**config.mk**
```make
export PLATFORM = sky130hd
export DESIGN_NAME = vend_ctrl_param
export DESIGN_NICKNAME = d
export VERILOG_FILES = /design/src/rtl/vend_ctrl_param.sv
export SDC_FILE = /design/constraint.sdc
export NUM_CORES = 1
export LEC_CHECK = 0
export CELL_PAD_IN_SITES_DETAIL_PLACEMENT = 1
export CELL_PAD_IN_SITES_GLOBAL_PLACEMENT = 1
export CORE_MARGIN = 2
export CORE_UTILIZATION = 42
export DETAILED_ROUTE_END_ITERATION = 8
export PLACE_DENSITY_LB_ADDON = 0.1
export SLEW_MARGIN = 20
export SYNTH_ARGS = -nofsm -noshare
export SYNTH_HDL_FRONTEND = slang
export SYNTH_SLANG_ARGS = --single-unit
```
**constraint.sdc**
```tcl
create_clock -name clk -period 4.5 [get_ports clk]
set_input_delay 0.9 -clock clk [delete_from_list [all_inputs] [get_ports clk]]
set_output_delay 0.9 -clock clk [all_outputs]
set_load 0.05 [all_outputs]
```
**src/rtl/vend_ctrl_param.sv**
```systemverilog
// Vending controller: coin credit, one-hot selection latch, vend and greedy change handshakes.
// Define AUTO_CANCEL_EN to refund automatically after TIMEOUT_CYC quiet cycles in COLLECT.
//
// state   | meaning
// IDLE    | no credit, waiting for a coin
// COLLECT | credit > 0, coins/selection/buy/cancel accepted
// VEND    | vend_valid held until vend_ready
// CHANGE  | chg_valid held per coin until chg_ready
module vend_ctrl_param #(
  parameter int N_PROD = 8,
  parameter int CREDIT_W = 12,
  parameter int MAX_CREDIT = 1000,
  parameter logic [N_PROD*CREDIT_W-1:0] PRICE_TABLE =
    {12'd575, 12'd400, 12'd450, 12'd350, 12'd350, 12'd300, 12'd200, 12'd100},
  parameter int TIMEOUT_CYC = 50_000_000,
  localparam int IDX_W = (N_PROD > 1) ? $clog2(N_PROD) : 1
) (
  input  logic                clk,
  input  logic                rst_n,
  input  logic                coin_valid,
  input  logic [1:0]          coin_type,
  input  logic [N_PROD-1:0]   sel,
  input  logic                buy,
  input  logic                cancel,
  output logic [CREDIT_W-1:0] credit,
  output logic [N_PROD-1:0]   sel_led,
  output logic                vend_valid,
  output logic [IDX_W-1:0]    vend_idx,
  input  logic                vend_ready,
  output logic                chg_valid,
  output logic [1:0]          chg_coin,
  input  logic                chg_ready,
  output logic                coin_rej,
  output logic                err_funds,
  output logic                busy
);

  typedef enum logic [1:0] {IDLE, COLLECT, VEND, CHANGE} state_t;

  localparam logic [CREDIT_W:0]   MAX_SUM = (CREDIT_W+1)'(MAX_CREDIT);
  localparam logic [CREDIT_W-1:0] C25  = CREDIT_W'(25);
  localparam logic [CREDIT_W-1:0] C50  = CREDIT_W'(50);
  localparam logic [CREDIT_W-1:0] C100 = CREDIT_W'(100);

  state_t state, state_nx;

  logic [CREDIT_W-1:0] coin_amt, price, chg_amt, vend_rem, chg_rem;
  logic [CREDIT_W:0]   coin_sum;
  logic [IDX_W-1:0]    sel_idx;
  logic collecting, coin_ok, can_buy, do_buy, do_cancel, buy_err;
  logic vend_hs, chg_hs, sel_hot, timeout;

  always_comb begin
    case (coin_type)
      2'b00:   coin_amt = C25;
      2'b01:   coin_amt = C50;
      2'b10:   coin_amt = C100;
      default: coin_amt = '0;
    endcase
  end

  always_comb begin
    sel_idx = '0;
    for (int k = 0; k < N_PROD; k++) begin
      if (sel[k]) sel_idx = IDX_W'(k);
    end
  end

  assign sel_hot    = ($countones(sel) == 1);
  assign collecting = (state == IDLE) || (state == COLLECT);
  assign coin_sum   = {1'b0, credit} + {1'b0, coin_amt};
  // A coin arriving together with buy/cancel is refused so the purchase decision sees stable credit.
  assign coin_ok    = coin_valid && collecting && (coin_type != 2'b11) &&
                      (coin_sum <= MAX_SUM) && !buy && !cancel;

  assign price      = PRICE_TABLE[int'(vend_idx)*CREDIT_W +: CREDIT_W];
  assign can_buy    = (sel_led != '0) && (credit >= price);
  assign do_cancel  = (state == COLLECT) && (cancel || timeout);
  assign do_buy     = (state == COLLECT) && buy && !cancel && can_buy;
  assign buy_err    = buy && !cancel && ((state == IDLE) || ((state == COLLECT) && !can_buy));

  assign vend_hs    = (state == VEND) && vend_ready;
  assign chg_hs     = (state == CHANGE) && chg_ready;
  assign chg_amt    = (credit >= C100) ? C100 : (credit >= C50) ? C50 : C25;
  assign vend_rem   = credit - price;
  assign chg_rem    = credit - chg_amt;

`ifdef AUTO_CANCEL_EN
  localparam int TO_W = (TIMEOUT_CYC > 2) ? $clog2(TIMEOUT_CYC) : 1;
  localparam logic [TO_W-1:0] TO_LOAD = TO_W'(TIMEOUT_CYC - 1);

  logic [TO_W-1:0]   to_cnt;
  logic [N_PROD-1:0] sel_q;
  logic              quiet;

  assign quiet = !(coin_valid || buy || cancel || (sel != sel_q));

  always_ff @(posedge clk or negedge rst_n) begin
    if (!rst_n) begin
      to_cnt <= TO_LOAD;
      sel_q  <= '0;
    end else begin
      sel_q <= sel;
      if ((state != COLLECT) || !quiet) to_cnt <= TO_LOAD;
      else if (to_cnt != '0)            to_cnt <= to_cnt - 1'b1;
    end
  end

  assign timeout = (state == COLLECT) && quiet && (to_cnt == '0);
`else
  assign timeout = 1'b0;
`endif

  always_ff @(posedge clk or negedge rst_n) begin
    if (!rst_n) state <= IDLE;
    else        state <= state_nx;
  end

  always_comb begin
    state_nx = state;
    case (state)
      IDLE:    if (coin_ok) state_nx = COLLECT;
      COLLECT: begin
        if (do_cancel)   state_nx = CHANGE;
        else if (do_buy) state_nx = VEND;
      end
      VEND:    if (vend_hs) state_nx = (vend_rem >= C25) ? CHANGE : IDLE;
      CHANGE:  if (chg_hs && (chg_rem < C25)) state_nx = IDLE;
      default: state_nx = IDLE;
    endcase
  end

  always_comb begin
    vend_valid = (state == VEND);
    chg_valid  = (state == CHANGE);
    busy       = (state == VEND) || (state == CHANGE);
    if (credit >= C100)     chg_coin = 2'b10;
    else if (credit >= C50) chg_coin = 2'b01;
    else                    chg_coin = 2'b00;
  end

  always_ff @(posedge clk or negedge rst_n) begin
    if (!rst_n) begin
      credit    <= '0;
      sel_led   <= '0;
      vend_idx  <= '0;
      coin_rej  <= 1'b0;
      err_funds <= 1'b0;
    end else begin
      coin_rej  <= coin_valid && !coin_ok;
      err_funds <= buy_err;

      // Residue below the smallest coin is forfeited on the way back to IDLE.
      if (coin_ok)      credit <= coin_sum[CREDIT_W-1:0];
      else if (vend_hs) credit <= (vend_rem >= C25) ? vend_rem : '0;
      else if (chg_hs)  credit <= (chg_rem >= C25) ? chg_rem : '0;

      if (do_cancel || vend_hs) begin
        sel_led <= '0;
      end else if (collecting && sel_hot && !do_buy) begin
        sel_led  <= sel;
        vend_idx <= sel_idx;
      end
    end
  end

endmodule

```
* Yosys cells after proc, flatten, opt, wreduce, memory -nomap -nowiden *
Index checks and enable logic that the tools add are counted.

storage, ports and cells
  register bits after elaboration = 27
  output and inout port bits = 30
  logic and storage cells = 98
  input port bits = 17

cells by class
  bitwise gates (word level) = 1
  mux-type cells = 26
  add/sub/neg operators = 10
  reduce and logical (&&, ||, !) cells = 35
  equal/unequal tests = 11
  shift operators = 1
  multipliers = 1
  order comparisons = 7

operators with widths
  cell                                                         number
  variable part select 96 x 8 -> 12 bit, first input constant  1
  2-to-1 mux 12 bit                                            5
  >= comparator 12 x 5 -> 1 bit, second input constant         2
  one-hot mux 7 bit (3 select lines)                           1
  logical AND 1 bit                                            19
  2-to-1 mux 3 bit                                             6
  2-to-1 mux 8 bit                                             2
  2-to-1 mux 2 bit                                             7
  adder 12 x 12 -> 13 bit                                      1
  <= comparator 13 x 10 -> 1 bit, second input constant        1
  >= comparator 12 bit                                         1
  >= comparator 12 x 6 -> 1 bit, second input constant         1
  >= comparator 12 x 7 -> 1 bit, second input constant         1
  less-than comparator 12 x 5 -> 1 bit, second input constant  1
  subtractor 12 bit                                            1
  subtractor 12 x 7 -> 12 bit                                  1
  adder 1 x 1 -> 2 bit                                         4
  one-hot mux 2 bit (4 select lines)                           1
  nonzero test 8 bit                                           1
  2-to-1 mux 7 bit                                             1
  adder 2 x 2 -> 3 bit                                         2
  == test 2 bit, second input constant                         3
  2-to-1 mux 6 bit                                             1
  zero test 1 bit                                              5
  15 further kinds                                             23

* Longest topological paths before layout *
Gate-level depths: netlist of run 1.

  word-level depth = 9
  mapped depth = 16
  depth with buffers taken out = 15

* Worst setup path before layout of run 1 *
No wires, ideal clock.

  kind = reg2reg
  start = register credit[7]
  end = register state[0]
  stages on the path, launching flop included = 16
  buffers on the path = 1
  arrival time = 4.516 ns
  setup slack = -0.155 ns
  required time = 4.362 ns
  setup time = 0.138 ns
  cells stage by stage = dfrtp_1 -> clkbuf_1 -> or2_2 -> nor4_1 -> nand2_1 -> inv_1 -> nand2b_1 -> fa_1 -> a21oi_1 -> o211ai_1 -> a21o_1 -> xnor2_1 -> a311o_1 -> nor4_1 -> a211oi_1 -> or4_1

between the ends
  longest elaborated chain between the ends = 8

RTL lines
  what                                      RTL line  source
  start: declaration                        25        output logic [CREDIT_W-1:0] credit,
  start signal: assignment                  154       if (coin_ok) credit <= coin_sum[CREDIT_W-1:0];
  start signal: assignment                  155       else if (vend_hs) credit <= (vend_rem >= C25) ? vend_rem : '0;
  start signal: assignment                  156       else if (chg_hs) credit <= (chg_rem >= C25) ? chg_rem : '0;
  >= comparator 12 x 6 -> 1 bit             84        assign chg_amt = (credit >= C100) ? C100 : (credit >= C50) ? C50 : C25;
  2-to-1 mux 6 bit                          84
  2-to-1 mux 7 bit                          84
  subtractor 12 x 7 -> 12 bit               86        assign chg_rem = credit - chg_amt;
  less-than comparator 12 x 5 -> 1 bit      128       CHANGE: if (chg_hs && (chg_rem < C25)) state_nx = IDLE;
  logical AND 1 bit                         128
  inequality test 2 x 1 -> 1 bit (no line)  n/a
  AND reduction 4 bit (no line)             n/a
  end signal: assignment                    116       else state <= state_nx;
  end: declaration                          45        state_t state, state_nx;

Several ways; a longest one is shown, not always the timed one. The select of a mux whose other input is x is not followed.
A chain may end at the register's enable or synchronous reset.

* Final worst setup path of run 1 *
  start = input port sel[0]
  end = register vend_idx[2]

between the ends
  longest elaborated chain between the ends = 7

RTL lines
  what                                        RTL line  source
  start: declaration                          22        input logic [N_PROD-1:0] sel,
  adder 1 x 1 -> 2 bit (not written as such)  69        assign sel_hot = ($countones(sel) == 1);
  adder 2 x 2 -> 3 bit (not written as such)  69
  adder 3 x 3 -> 4 bit (not written as such)  69
  == test 4 x 1 -> 1 bit                      69
  logical AND 1 bit (2 in series)             160       end else if (collecting && sel_hot && !do_buy) begin
  AND reduction 2 bit (no line)               n/a
  end signal: assignment                      162       vend_idx <= sel_idx;
  end: declaration                            28        output logic [IDX_W-1:0] vend_idx,

No other way between the ends.

==> results of run 1 <==
==> repair_timing <==
item | CTS | global route
resized for setup | 0 | 5
hold endpoints to repair | 0 | 0
endpoints found under the setup margin | 0 | 19
==> metal layers <==
layer	vias to the layer above	global-route usage [%]
met2	54	44.4
li1	1648	-
met5	-	0
met4	0	7.48
met3	10	1.69
met1	1704	36.8
==> tightest hold or removal path: cells and delay by family (launching register included) <==
kind / cells / cell delay (ps)
multiplexers: 1 / 80
AND/OR/NAND/NOR: 1 / 80
flip-flops: 1 / 390
==> final cells by class <==
class | count | area [µm²] | area share, %
clock inverters | 1 | 7.51 | 0.181
multi-input cells | 346 | 2540 | 61.3
clock buffers | 3 | 41.3 | 0.994
inverters | 32 | 120 | 2.89
flip-flops and latches | 27 | 676 | 16.3
well taps | 102 | 128 | 3.07
repair buffers | 69 | 637 | 15.3
==> per-stage QoR <==
step | cells | area (µm²)
floorplan | 419 | 3370
global placement | 576 | 4080
detailed placement | 576 | 4080
CTS | 580 | 4130
global route | 580 | 4150
finish | 580 | 4150
==> Yosys cell counts, drive strengths merged, types with 5 or more instances <==
cell type / number
xnor2: 11
a311oi: 7
nand2b: 7
o21a: 6
dfrtp: 27
o211ai: 5
or3: 7
ha: 35
o21ai: 18
nor2: 44
nand3: 8
a211oi: 7
mux2: 5
clkbuf: 10
mux2i: 16
nor3: 12
inv: 32
nor2b: 11
nand2: 36
a21oi: 23
nor4: 9
fa: 7
a31oi: 7
==> registers in the layout, indices dropped and copies added (netlist names) <==
name and count:
vend_idx 3, sel_led 8, err_funds 1, state 2
coin_rej 1, credit 12
==> cell families after synthesis <==
logic type      after synthesis  synth area share [%]
simple gates                157                  23.6
compound gates              111                  23.5
buf+inv                      46                  5.25
fa+ha+maj                    42                  17.2
flops                        27                  20.1
mux                          21                  6.44
xor+xnor                     15                  3.91
==> final timing paths <==
path | startpoint | to
max reg2reg | credit[7] | credit[0]
max in group asynchronous | rst_n | coin_rej
min reg2reg | sel_led[3] | sel_led[3]
min in group asynchronous | rst_n | credit[2]
max | sel[0] | vend_idx[2]
min | sel_led[3] | sel_led[3]
==> impl_results.md, run 1 <==
- Largest net degree at the start of global routing: 28
- Fin. Hold Viols: 0
- Gr ovfl total: 0
- Total Routed Length: 11000 µm
- Status: complete, no violations
- Worst path arrival time: 4500 ps
- Worst hold slack: between 500 and 600 ps
- Starting Density: a little over two fifths
- Fillers: just over 900
- Number of flops mapped to enable cells by yosys: 0
- Warning count from the yosys run: 0
- CP most frequent cell: fa_1
- Pre-CTS setup slack: -233 ps
- RSZ-0062 raised after global routing: false
- Nets@finish: ~540
- Worst-margin pin slew: 669 ps
- Crit path depth: 14
- Drt initial violations: roughly 150
- Period utilisation layout: a little over nine tenths
- First-pass GRT wire length: approximately 18000 µm
- Initial antenna violation count: 0
- Drt pass-1 iters: 4
- Critical path's slowest cell: fa_1
- Post-synth cell types: 65
- Root Driver: clkbuf_8
- Final Core Density: between 50% and 60%
- Number of port buffers: 46
- Clock skew: around 3.3 ps
- Antenna Violating Nets Remaining: 0
- Final Worst Setup Slack: about 180 ps
- Crit start category: input pin
- Cells after Synth: roughly 420
- Residual DRC count: 0
- Die width: between 90 and 100 µm
- # hold bufs at CTS: 0
- Post-synthesis cell area: around 3400 µm²
- Bufs and invs on worst path: 4
- Top Metal Used: met4
- Diode count: 0
- Die H: roughly 93 µm
- CP Cell Sequence: clkdlybuf4s50_1, fa_1, inv_1, fa_1, fa_1, inv_1, ha_1, inv_1, fa_1, nor2b_1, a31oi_1, nor4_4, and2b_2, mux2_2
- Peak Freq: between 200 and 250 MHz
- Worst Reg-to-Reg Cells: 14
- Routed vias: between 3000 and 4000
- CTS tree: yes
- Final TNS setup: 0 ps
- Synth Area per Inst: 8.02 µm²
- Synth Register Bits: 27
- CTS HTree Levels: 1
- CTS Buf Count: 3
- Min-delay worst type: reg -> reg
- Final setup vio count: 0
- Slew margin rel.: a little under three fifths
- Num rows: 32
- Post-synth top area share: between 20% and 30%
- Synth Flop Type: dfrtp_1
- Register area share after synthesis: 20.1%
- Syn Nets: ~480
- Synthesis-to-layout area growth: 23.5%
- CP Class: in -> reg
- Vias in the first global route: approximately 3600
- Synth top area cells: dfrtp_1 (20%), ha_1 (13%), nor2_1 (4.9%), mux2i_1 (4.8%), fa_1 (4.2%)
- Hold Crit Depth: 2
- R2R Setup Slk: 240 ps
- CP endpoint kind: flip-flop
- Max Cap Viol: 0
- Met2 wire length: roughly 5300 µm
- Commonest non-fill, non-tap cell in the layout: clkdlybuf4s50_1
- Yosys top cell by area: dfrtp_1
- Commonest non-fill, non-tap cells in the layout: clkdlybuf4s50_1 (46), nor2_1 (44), nand2_1 (35), ha_1 (35), inv_1 (32)
- Final min period: 4320 ps
- Final Slew Violations: 0
- WP data required: approximately 4700 ps
- Clock Sinks: 27
- IO Pins: 47
- Total GRT Usage: 26.5%
- Worst path max stage delay: between 500 and 600 ps
- Vias per Instance: 5.89
- Clock Tree Buf Depth: 2
- Clk pin slew, worst setup/hold paths: 100 ps
- Critical path's top delay family: adder cells
- Post-CTS setup buffer count: 0
- WL met3: roughly 260 µm
- Wire per inst: 19.0 µm
- Core Region: between 7000 and 8000 µm²
- Share of cells above drive strength 1: about 9.2%
- Die ar.: a little under 9000 µm²
- Routed met1 length: 5270 µm
- Worst-Skew Late Latency: ~280 ps
- Post-synth ARST share: 100%
- Dpl hpwl: ~8900 µm
- Max Fanout on Critical Path: 3
- RD Place Congestion: between 0.8 and 0.9
Power of run 1 is not shown: default switching activity piles up to over one toggle a cycle in this logic, so the estimate is an artifact.
==> run 2: changes to the inputs <==
- CORE_ASPECT_RATIO: unset -> 1.4
- CORE_UTILIZATION: 42 -> 48
- DONT_BUFFER_PORTS: unset -> 1
==> impl_results.md, run 2 (synthesis gave the netlist of run 1 again) <==
- Placed cell area: between 3000 and 4000 µm²
- Dpl hpwl: about 9000 µm
- Commonest non-fill, non-tap cell in the layout: nor2_1
- Wire per inst: between 20 and 25 µm
- Multi-input logic area: ~2500 µm²
- Die H: 103 µm
- Nets@finish: 493
- RSZ-0062 raised after global routing: false
- Final TNS setup: 0 ps
- Vias per Instance: around 6.2
- Met1 usage: 31.2%
- Max FFs per register: 12
- Clk pin slew, worst setup/hold paths: ~100 ps
- Starting Density: between 40% and 50%
- Worst-margin pin slew: between 800 and 900 ps
- Worst path arrival time: approximately 4400 ps
- CP Class: reg -> reg
- First-pass GRT wire length: roughly 17000 µm
- Status: complete, no violations
- Critical path's top delay family: simple AND/OR/NAND/NOR gates
- Worst-Skew Late Latency: around 280 ps
- CP endpoint kind: flip-flop
- Period utilisation layout: approximately 94%
- Number of port buffers: 0
- Critical path's slowest cell: or4_1
- WP data required: ~4700 ps
- RD Place Congestion: 0.908
- Commonest non-fill, non-tap cells in the layout: nor2_1 (44), nand2_1 (35), ha_1 (35)
- Fin area: 3670 µm²
- Gr ovfl total: 0
- Root Driver: clkbuf_8
- # hold bufs at CTS: 0
- Drt pass-1 iters: 6
- Worst path max stage delay: 460 ps
- Diode count: 0
- Core Region: 6890 µm²
- CP Cell Sequence: or2_2, nor4_2, buf_4, nand2_2, inv_1, nand2b_1, fa_1, a21oi_1, o211ai_1, a21o_1, xnor2_1, a311o_1, nor4_2, buf_4, a211oi_1, or4_1
- Largest regs: credit x12, sel_led x8, vend_idx x3
- Synthesis-to-layout area growth: 9.19%
- Placed cells: ~520
- Clock Sinks: 27
- Fillers: roughly 870
- Final setup vio count: 0
- Clock Tree Buf Depth: 2
- Die ar.: a little under 8000 µm²
- Initial antenna violation count: 0
- Bufs and invs on worst path: 3
- Largest Register: credit
- Fin. Hold Viols: 0
- M3 GR Usage: between 2 and 3%
- Num rows: 36
- Vias in the first global route: 3497
- Total Routed Length: ~11000 µm
- Final min period: roughly 4200 ps
- Slew margin rel.: between 40% and 50%
- Peak Freq: 237 MHz
- CTS tree: yes
- IO Pins: 47
- Crit start category: flip-flop
- Layout Cells excl Fill: between 500 and 600
- Total GRT Usage: around 30%
- Share of cells above drive strength 1: 10.2%
- Largest net degree at the start of global routing: 28
- CTS Buf Count: 3
- Final Slew Violations: 0
- Residual DRC count: 0
- Min-delay worst type: in -> async
- Clock skew: between 3 and 4 ps
- Max Cap Viol: 0
- Reg area: about 680 µm²
- Routed vias: approximately 3300
- Drt initial violations: ~190
- CTS HTree Levels: 1
- Grt peak-use layer: met2
- Routing usage on met2: 57.3%
- Antenna Violating Nets Remaining: 0
- Max Fanout on Critical Path: 4
- Die width: ~75 µm
run 2: metrics by stage:
| stage | setup WS, ps | hold slack (ps) | util [%] |
|---|---|---|---|
| 2_1_floorplan | 92.4 | 604 | - |
| 3_3_place_gp | 283 | 605 | 52.5 |
| 3_5_place_dp | 208 | 605 | 52.5 |
| 4_1_cts | 181 | 293 | 53.2 |
| 5_1_grt | 26.7 | 287 | 53.3 |
| 6_report | 287 | 301 | 53.3 |
run 2: worst paths after layout:
path	from	to	slack (ps)	depth (start not counted)
worst max-delay path	credit[7]	state[0]	290	16
worst min-delay path	rst_n	vend_idx[0]	300	0
worst max register to register	credit[7]	state[0]	290	16
worst min register to register	credit[4]	credit[4]	710	2
max in group asynchronous	rst_n	credit[0]	4120	0
min in group clk	credit[4]	credit[4]	710	2
run 2: final cells by class:
type                    instances  area share (%)
well taps                      95            3.24
clock buffers                   4            1.23
flip-flops and latches         27            18.4
repair buffers                 24            4.91
multi-input cells             346            69.0
inverters                      32            3.27
run 2: routing by layer:
metal	part of all wire [%]	up-vias
li1	-	1567
met1	38	1586
met2	55	82
met3	3.0	30
met4	3.9	0
met5	0	-
run 2: timing repair:
action                                  CTS  global route
resized for setup                         0             1
setup buffers                             0             0
endpoints found under the setup margin    0             2
Power of run 2 is left out for the same reason.
==> RTL change 1, RTL diff (settings of run 2) <==
The output `err_funds` loses its register stage (`err_funds` becomes a continuous assignment).
--- a/src/rtl/vend_ctrl_param.sv
+++ b/src/rtl/vend_ctrl_param.sv
@@ -146,8 +146,6 @@
       vend_idx  <= '0;
       coin_rej  <= 1'b0;
-      err_funds <= 1'b0;
     end else begin
       coin_rej  <= coin_valid && !coin_ok;
-      err_funds <= buy_err;
 
       // Residue below the smallest coin is forfeited on the way back to IDLE.
@@ -165,4 +163,6 @@
   end
 
+  assign err_funds = buy_err;
+
 endmodule
 
Function: changed (a bounded check fails within 4 cycles, from zero or initial values and one cycle with rst_n low).
==> RTL change 1 against run 2 <==
Sequential cell count down 1. Synthesized area increased by 0.93%. Synthesized cell count is 2.1% higher. Non-clock buffer count is 1 lower. Design area increased by 0.61%. Routed wire length grew 2.0%. Via count grew 4.2%. Hold slack got worse by 0.0025 ns. Setup slack better by 0.014 ns. Critical path type is now reg2out. Highest routed layer unchanged.
Power is not shown: default switching activity piles up to over one toggle a cycle in this logic, so the estimate is an artifact.
==> RTL change 1: results (changes against run 2) <==
* Outcome: complete, no violations
* Average routed wire per standard cell at 20.9 microns (+0.51%)
* Overall track demand over capacity in global routing at 29.6% (+0.17 points)
* Highest-delay cell along the critical path: dfrtp_1
* Skew-Pair Late Insertion Delay at 0.28 ns (about the same)
* Dpl hpwl at 9080 microns (-0.81%)
* Detailed-routing iteration count for the pre-antenna-repair pass at 4 (-2)
* Worst setup EP type: primary output
* Post-Place Cell Area at 3620 sq um (about the same)
* Total via count after detailed routing at 3403 (+4.2%)
* Fin nets at 501 (+1.6%)
* Cells after DPL at 532 (+1.5%)
* Detailed Route Iter0 Violations at 114 (-40%)
* Global-route track usage on met1 at 32.5% (+1.3 points)
* Max FO, Critical Path at 9 (+5)
* Fill count at 881 (+1.0%)
* List of most frequent post-synthesis cells: a21oi_1 (39), ha_1 (35), nand2_1 (35), nor2_1 (35), inv_1 (30)
* Data arrival time at the worst-slack endpoint at 3.30 ns (-1.07 ns)
* Top cells by area in the synthesized netlist: dfrtp_1 (19%), ha_1 (13%), a21oi_1 (5.8%)
* Synth cell types at 69 (+6.2%)
* Maximum number of pins on one net before global-route repair at 27 (-3.6%)
* Sequential-to-total area share from yosys stat at 19.2% (-0.92 points)
* Number of nets produced by synthesis at 487 (+1.9%)
* Slew of the pin with the lowest slew margin at 0.769 ns (-0.118 ns)
* Vias per std cell at 6.35 (+2.7%)
* Met2 routing resource usage after global routing at 56.3% (-1.0 points)
* Met3 demand-to-capacity share in global routing at 4.36% (+1.6 points)
* Average size of a mapped cell at 7.93 sq um (-1.2%)
* Clock tree skew after final layout at 0.00998 ns (+0.00670 ns)
* Via count of the first global-routing pass at 3619 (+3.5%)
* Maximum single-stage delay on the critical path at 0.52 ns (+0.06 ns)
* Place WS at 0.0343 ns (-0.174 ns)
* Wire length of the first global-routing pass at 17600 microns (+3.0%)
RTL change 1: through the flow:
stage	utilization [%]	hold WS (ns)
3_5_place_dp	52.6	0.605
5_1_grt	53.6	0.281
2_1_floorplan	-	0.604
4_1_cts	53.6	0.297
3_3_place_gp	52.6	0.605
6_report	53.6	0.299
RTL change 1: critical path, delay by kind of cell, from the launching register on:
kind                     cells  cell delay (ns)
AO/OA/AOI/OAI                5             0.94
adder cells (fa/ha/maj)      2             0.66
flip-flops                   1             0.52
AND/OR/NAND/NOR              3             0.47
buffers and inverters        3             0.41
RTL change 1: area by class of cell:
type,count,area [sq um],share of cell area [%]
multi-input combinational,358,2570,69.5
timing repair buffer,23,173,4.67
clock inverter,1,30.0,0.813
sequential,26,651,17.6
tap,95,119,3.22
clock buffer,3,41.3,1.12
inverter,30,113,3.05
RTL change 1: logic make-up after synthesis:
group           share of synthesized area [%]
fa+ha+maj                                17.0
compound gates                           28.0
xor+xnor                                 4.65
flops                                    19.2
simple gates                             22.9
mux                                      3.06
buf+inv                                  5.16
RTL change 1: final timing paths:
kind | to | cells past startpoint | slack, ns | from
max | err_funds | 13 | 0.30 | vend_idx[1]
min | credit[11] | 0 | 0.30 | rst_n
max reg2reg | state[0] | 14 | 0.49 | credit[3]
min reg2reg | vend_idx[0] | 2 | 0.72 | vend_idx[0]
max in group asynchronous | sel_led[3] | 0 | 4.11 | rst_n
min in group clk | vend_idx[0] | 2 | 0.72 | vend_idx[0]
RTL change 1: per-layer routing:
layer	vias to the layer above	wire length, microns
met2	77	6020
met3	29	429
met1	1674	4410
met5	-	0
li1	1623	-
met4	0	354
==> RTL change 2, RTL diff (flow settings as in run 2) <==
Made on the original files. The parameter `CREDIT_W` goes from 12 to 16.
--- a/src/rtl/vend_ctrl_param.sv
+++ b/src/rtl/vend_ctrl_param.sv
@@ -9,5 +9,5 @@
 module vend_ctrl_param #(
   parameter int N_PROD = 8,
-  parameter int CREDIT_W = 12,
+  parameter int CREDIT_W = 16,
   parameter int MAX_CREDIT = 1000,
   parameter logic [N_PROD*CREDIT_W-1:0] PRICE_TABLE =
Interface: changed (resized credit); port bits go from 47 to 51. No check against the original RTL was run, so the function may have changed too.
==> RTL change 2 against run 2 <==
First-iteration DRC count rose by 17%. Hold slack improved by 0.0021 ns. Via count rose by 21%. Design area rose by 22%. Critical path type unchanged. Routed wire length rose by 24%. Synthesized area rose by 19%. Sequential cell count rose by 4. Critical path depth fell by 2. Sequential share of layout area fell by 1.0 points. Highest routed layer unchanged. Setup slack got worse by 0.040 ns.
Power is left out: the tool's default activity adds up to more than one toggle a clock period on the data nets, which glitch-free logic cannot reach.
==> RTL change 2: results (changes against run 2) <==
* Outcome: complete, no violations
* Dpl hpwl at 10900 microns (+19%)
* Fraction of synthesis flops using an asynchronous set or reset pin at 100% (unchanged)
* Synth cell types at 76 (+17%)
* Skew-Pair Late Insertion Delay at 0.29 ns
* Sequential-to-total area share from yosys stat at 19.4% (-0.72 points)
* Maximum number of pins on one net before global-route repair at 32 (+14%)
* Met2 routing resource usage after global routing at 54.2% (-3.2 points)
* Number of cells on the worst reg-to-reg path at 14 (-2)
* Worst reg2reg startpoint: vend_idx[1]
* Met3 demand-to-capacity share in global routing at 5.39% (+2.6 points)
* Gpl congestion at 0.957 (+5.5%)
* Fill count at 984 (+13%)
* Primary flip-flop cell chosen by synthesis mapping: dfrtp_1
* Overall track demand over capacity in global routing at 31.4% (+2.0 points)
* Number of nets produced by synthesis at 559 (+17%)
* Final Hold Vio Count at 0 (unchanged)
* List of most frequent post-synthesis cells: ha_1 (41), inv_1 (40), nor2_1 (39), a21oi_1 (31), dfrtp_1 (31)
* Average routed wire per standard cell at 22.0 microns (+5.6%)
* Top cells by area in the synthesized netlist: dfrtp_1 (19%), ha_1 (13%), a21oi_1 (3.9%)
* Clock Tree Root: clkbuf_16
* Number of antenna repair diodes at 0 (unchanged)
* Via count of the first global-routing pass at 4202 (+20%)
* Global-route track usage on met1 at 37.1% (+5.9 points)
* Worst-path clk slew at 0.06 ns (-0.04 ns)
* Detailed-routing iteration count for the pre-antenna-repair pass at 4 (-2)
* Yosys warning count at 0 (unchanged)
* Cts bufs inserted at 5 (+2)
* Fin nets at 580 (+18%)
* Initial antenna violation count at 0 (unchanged)
* Reg-to-reg critical path endpoint: credit[3]
* Minimum setup slack among reg-to-reg paths at 0.25 ns (-0.04 ns)
* Worst min-delay path category: in2async
* Detailed Route Iter0 Violations at 223 (+17%)
* Data arrival time at the worst-slack endpoint at 4.42 ns (+0.05 ns)
* Buffers on Ports at 0 (unchanged)
* Biggest registers after layout: credit (16), sel_led (8), vend_idx (3)
* Slew of the pin with the lowest slew margin at 0.784 ns (-0.103 ns)
* Maximum level of the CTS H-tree at 2 (+1)
* Ratio of cells with drive above 1 in the final layout at 11.4% (+1.3 points)
* Wire length of the first global-routing pass at 22000 microns (+29%)
* Clock tree skew after final layout at 0.00441 ns (+0.00113 ns)
* Max FO, Critical Path at 7 (+3)
* CTS Buffer Depth at 2 (unchanged)
* Total via count after detailed routing at 3947 (+21%)
[RTL change 2: cell count changes after synthesis, sizes merged, moves of 5 or more]
cell | before | now
xor2 | 4 | 11
a21oi | 23 | 32
ha | 35 | 41
nor2 | 44 | 39
o21ai | 18 | 33
o21a | 6 | 13
inv | 32 | 40
mux2 | 5 | 0
nand3 | 8 | 13
or3 | 7 | 12
nand2 | 36 | 31
a311oi | 7 | 2
a21o | 4 | 9
[RTL change 2: cell type report]
class / count / area (sq um) / area share (%)
Sequential cell: 31 / 776 / 17.4
Multi-Input combinational cell: 406 / 3010 / 67.3
Clock buffer: 6 / 139 / 3.11
Inverter: 40 / 150 / 3.36
Tap cell: 102 / 128 / 2.86
Timing Repair Buffer: 31 / 233 / 5.21
Clock inverter: 2 / 35.0 / 0.784
[RTL change 2: cells by family (layout without fill, tap and decap cells)]
family / after synthesis / after routing / synth area share, %
buf+inv: 57 / 79 / 5.97
compound gates: 157 / 157 / 28.1
simple gates: 163 / 163 / 21.5
xor+xnor: 23 / 23 / 5.03
flops: 31 / 31 / 19.4
mux: 15 / 15 / 3.75
fa+ha+maj: 48 / 48 / 16.3
[RTL change 2: routing by layer]
layer | vias up | routed length [microns]
met1 | 1951 | 5410
met4 | 0 | 683
met5 | - | 0
met3 | 41 | 501
met2 | 90 | 6990
li1 | 1865 | -
[RTL change 2: critical path: stages, from the launching register on]
cell and delay (ns):
dfrtp_1 0.44, inv_1 0.28, ha_2 0.32, nand2_1 0.12
o21a_1 0.18, ha_1 0.35, nand4_1 0.14, a21oi_1 0.08
o31ai_2 0.44, a21oi_1 0.16, or3_1 0.38, a21o_1 0.24
nor4b_4 0.52, nor2_1 0.13, a221o_1 0.34
[RTL change 2: timing repair]
action | in CTS | in global routing
setup endpoints to repair | 0 | 9
buffers inserted | 0 | 1
resized for setup | 0 | 6
[RTL change 2: worst max path at each step]
stage / startpoint / to / slack [ns]
floorplan: credit[8] / credit[3] / 0.16
global placement: sel[0] / sel_led[2] / 0.24
detailed placement: sel[0] / vend_idx[2] / 0.07
CTS: credit[10] / state[0] / 0.17
global route: vend_idx[0] / vend_idx[1] / 0.003
finish: vend_idx[1] / credit[3] / 0.25
[RTL change 2: stage by stage]
| step | utilization (%) | hold slack, ns | area [sq um] | instances | setup WS [ns] |
|---|---|---|---|---|---|
| after global placement | 52.4 | 0.605 | 4270 | 609 | 0.237 |
| after CTS | 54.5 | 0.306 | 4440 | 617 | 0.171 |
| after floorplan | - | 0.604 | 4000 | 494 | 0.162 |
| after global routing | 54.8 | 0.300 | 4470 | 618 | 0.00303 |
| final | 54.8 | 0.303 | 4470 | 618 | 0.247 |
| after detailed placement | 52.4 | 0.605 | 4270 | 609 | 0.0678 |
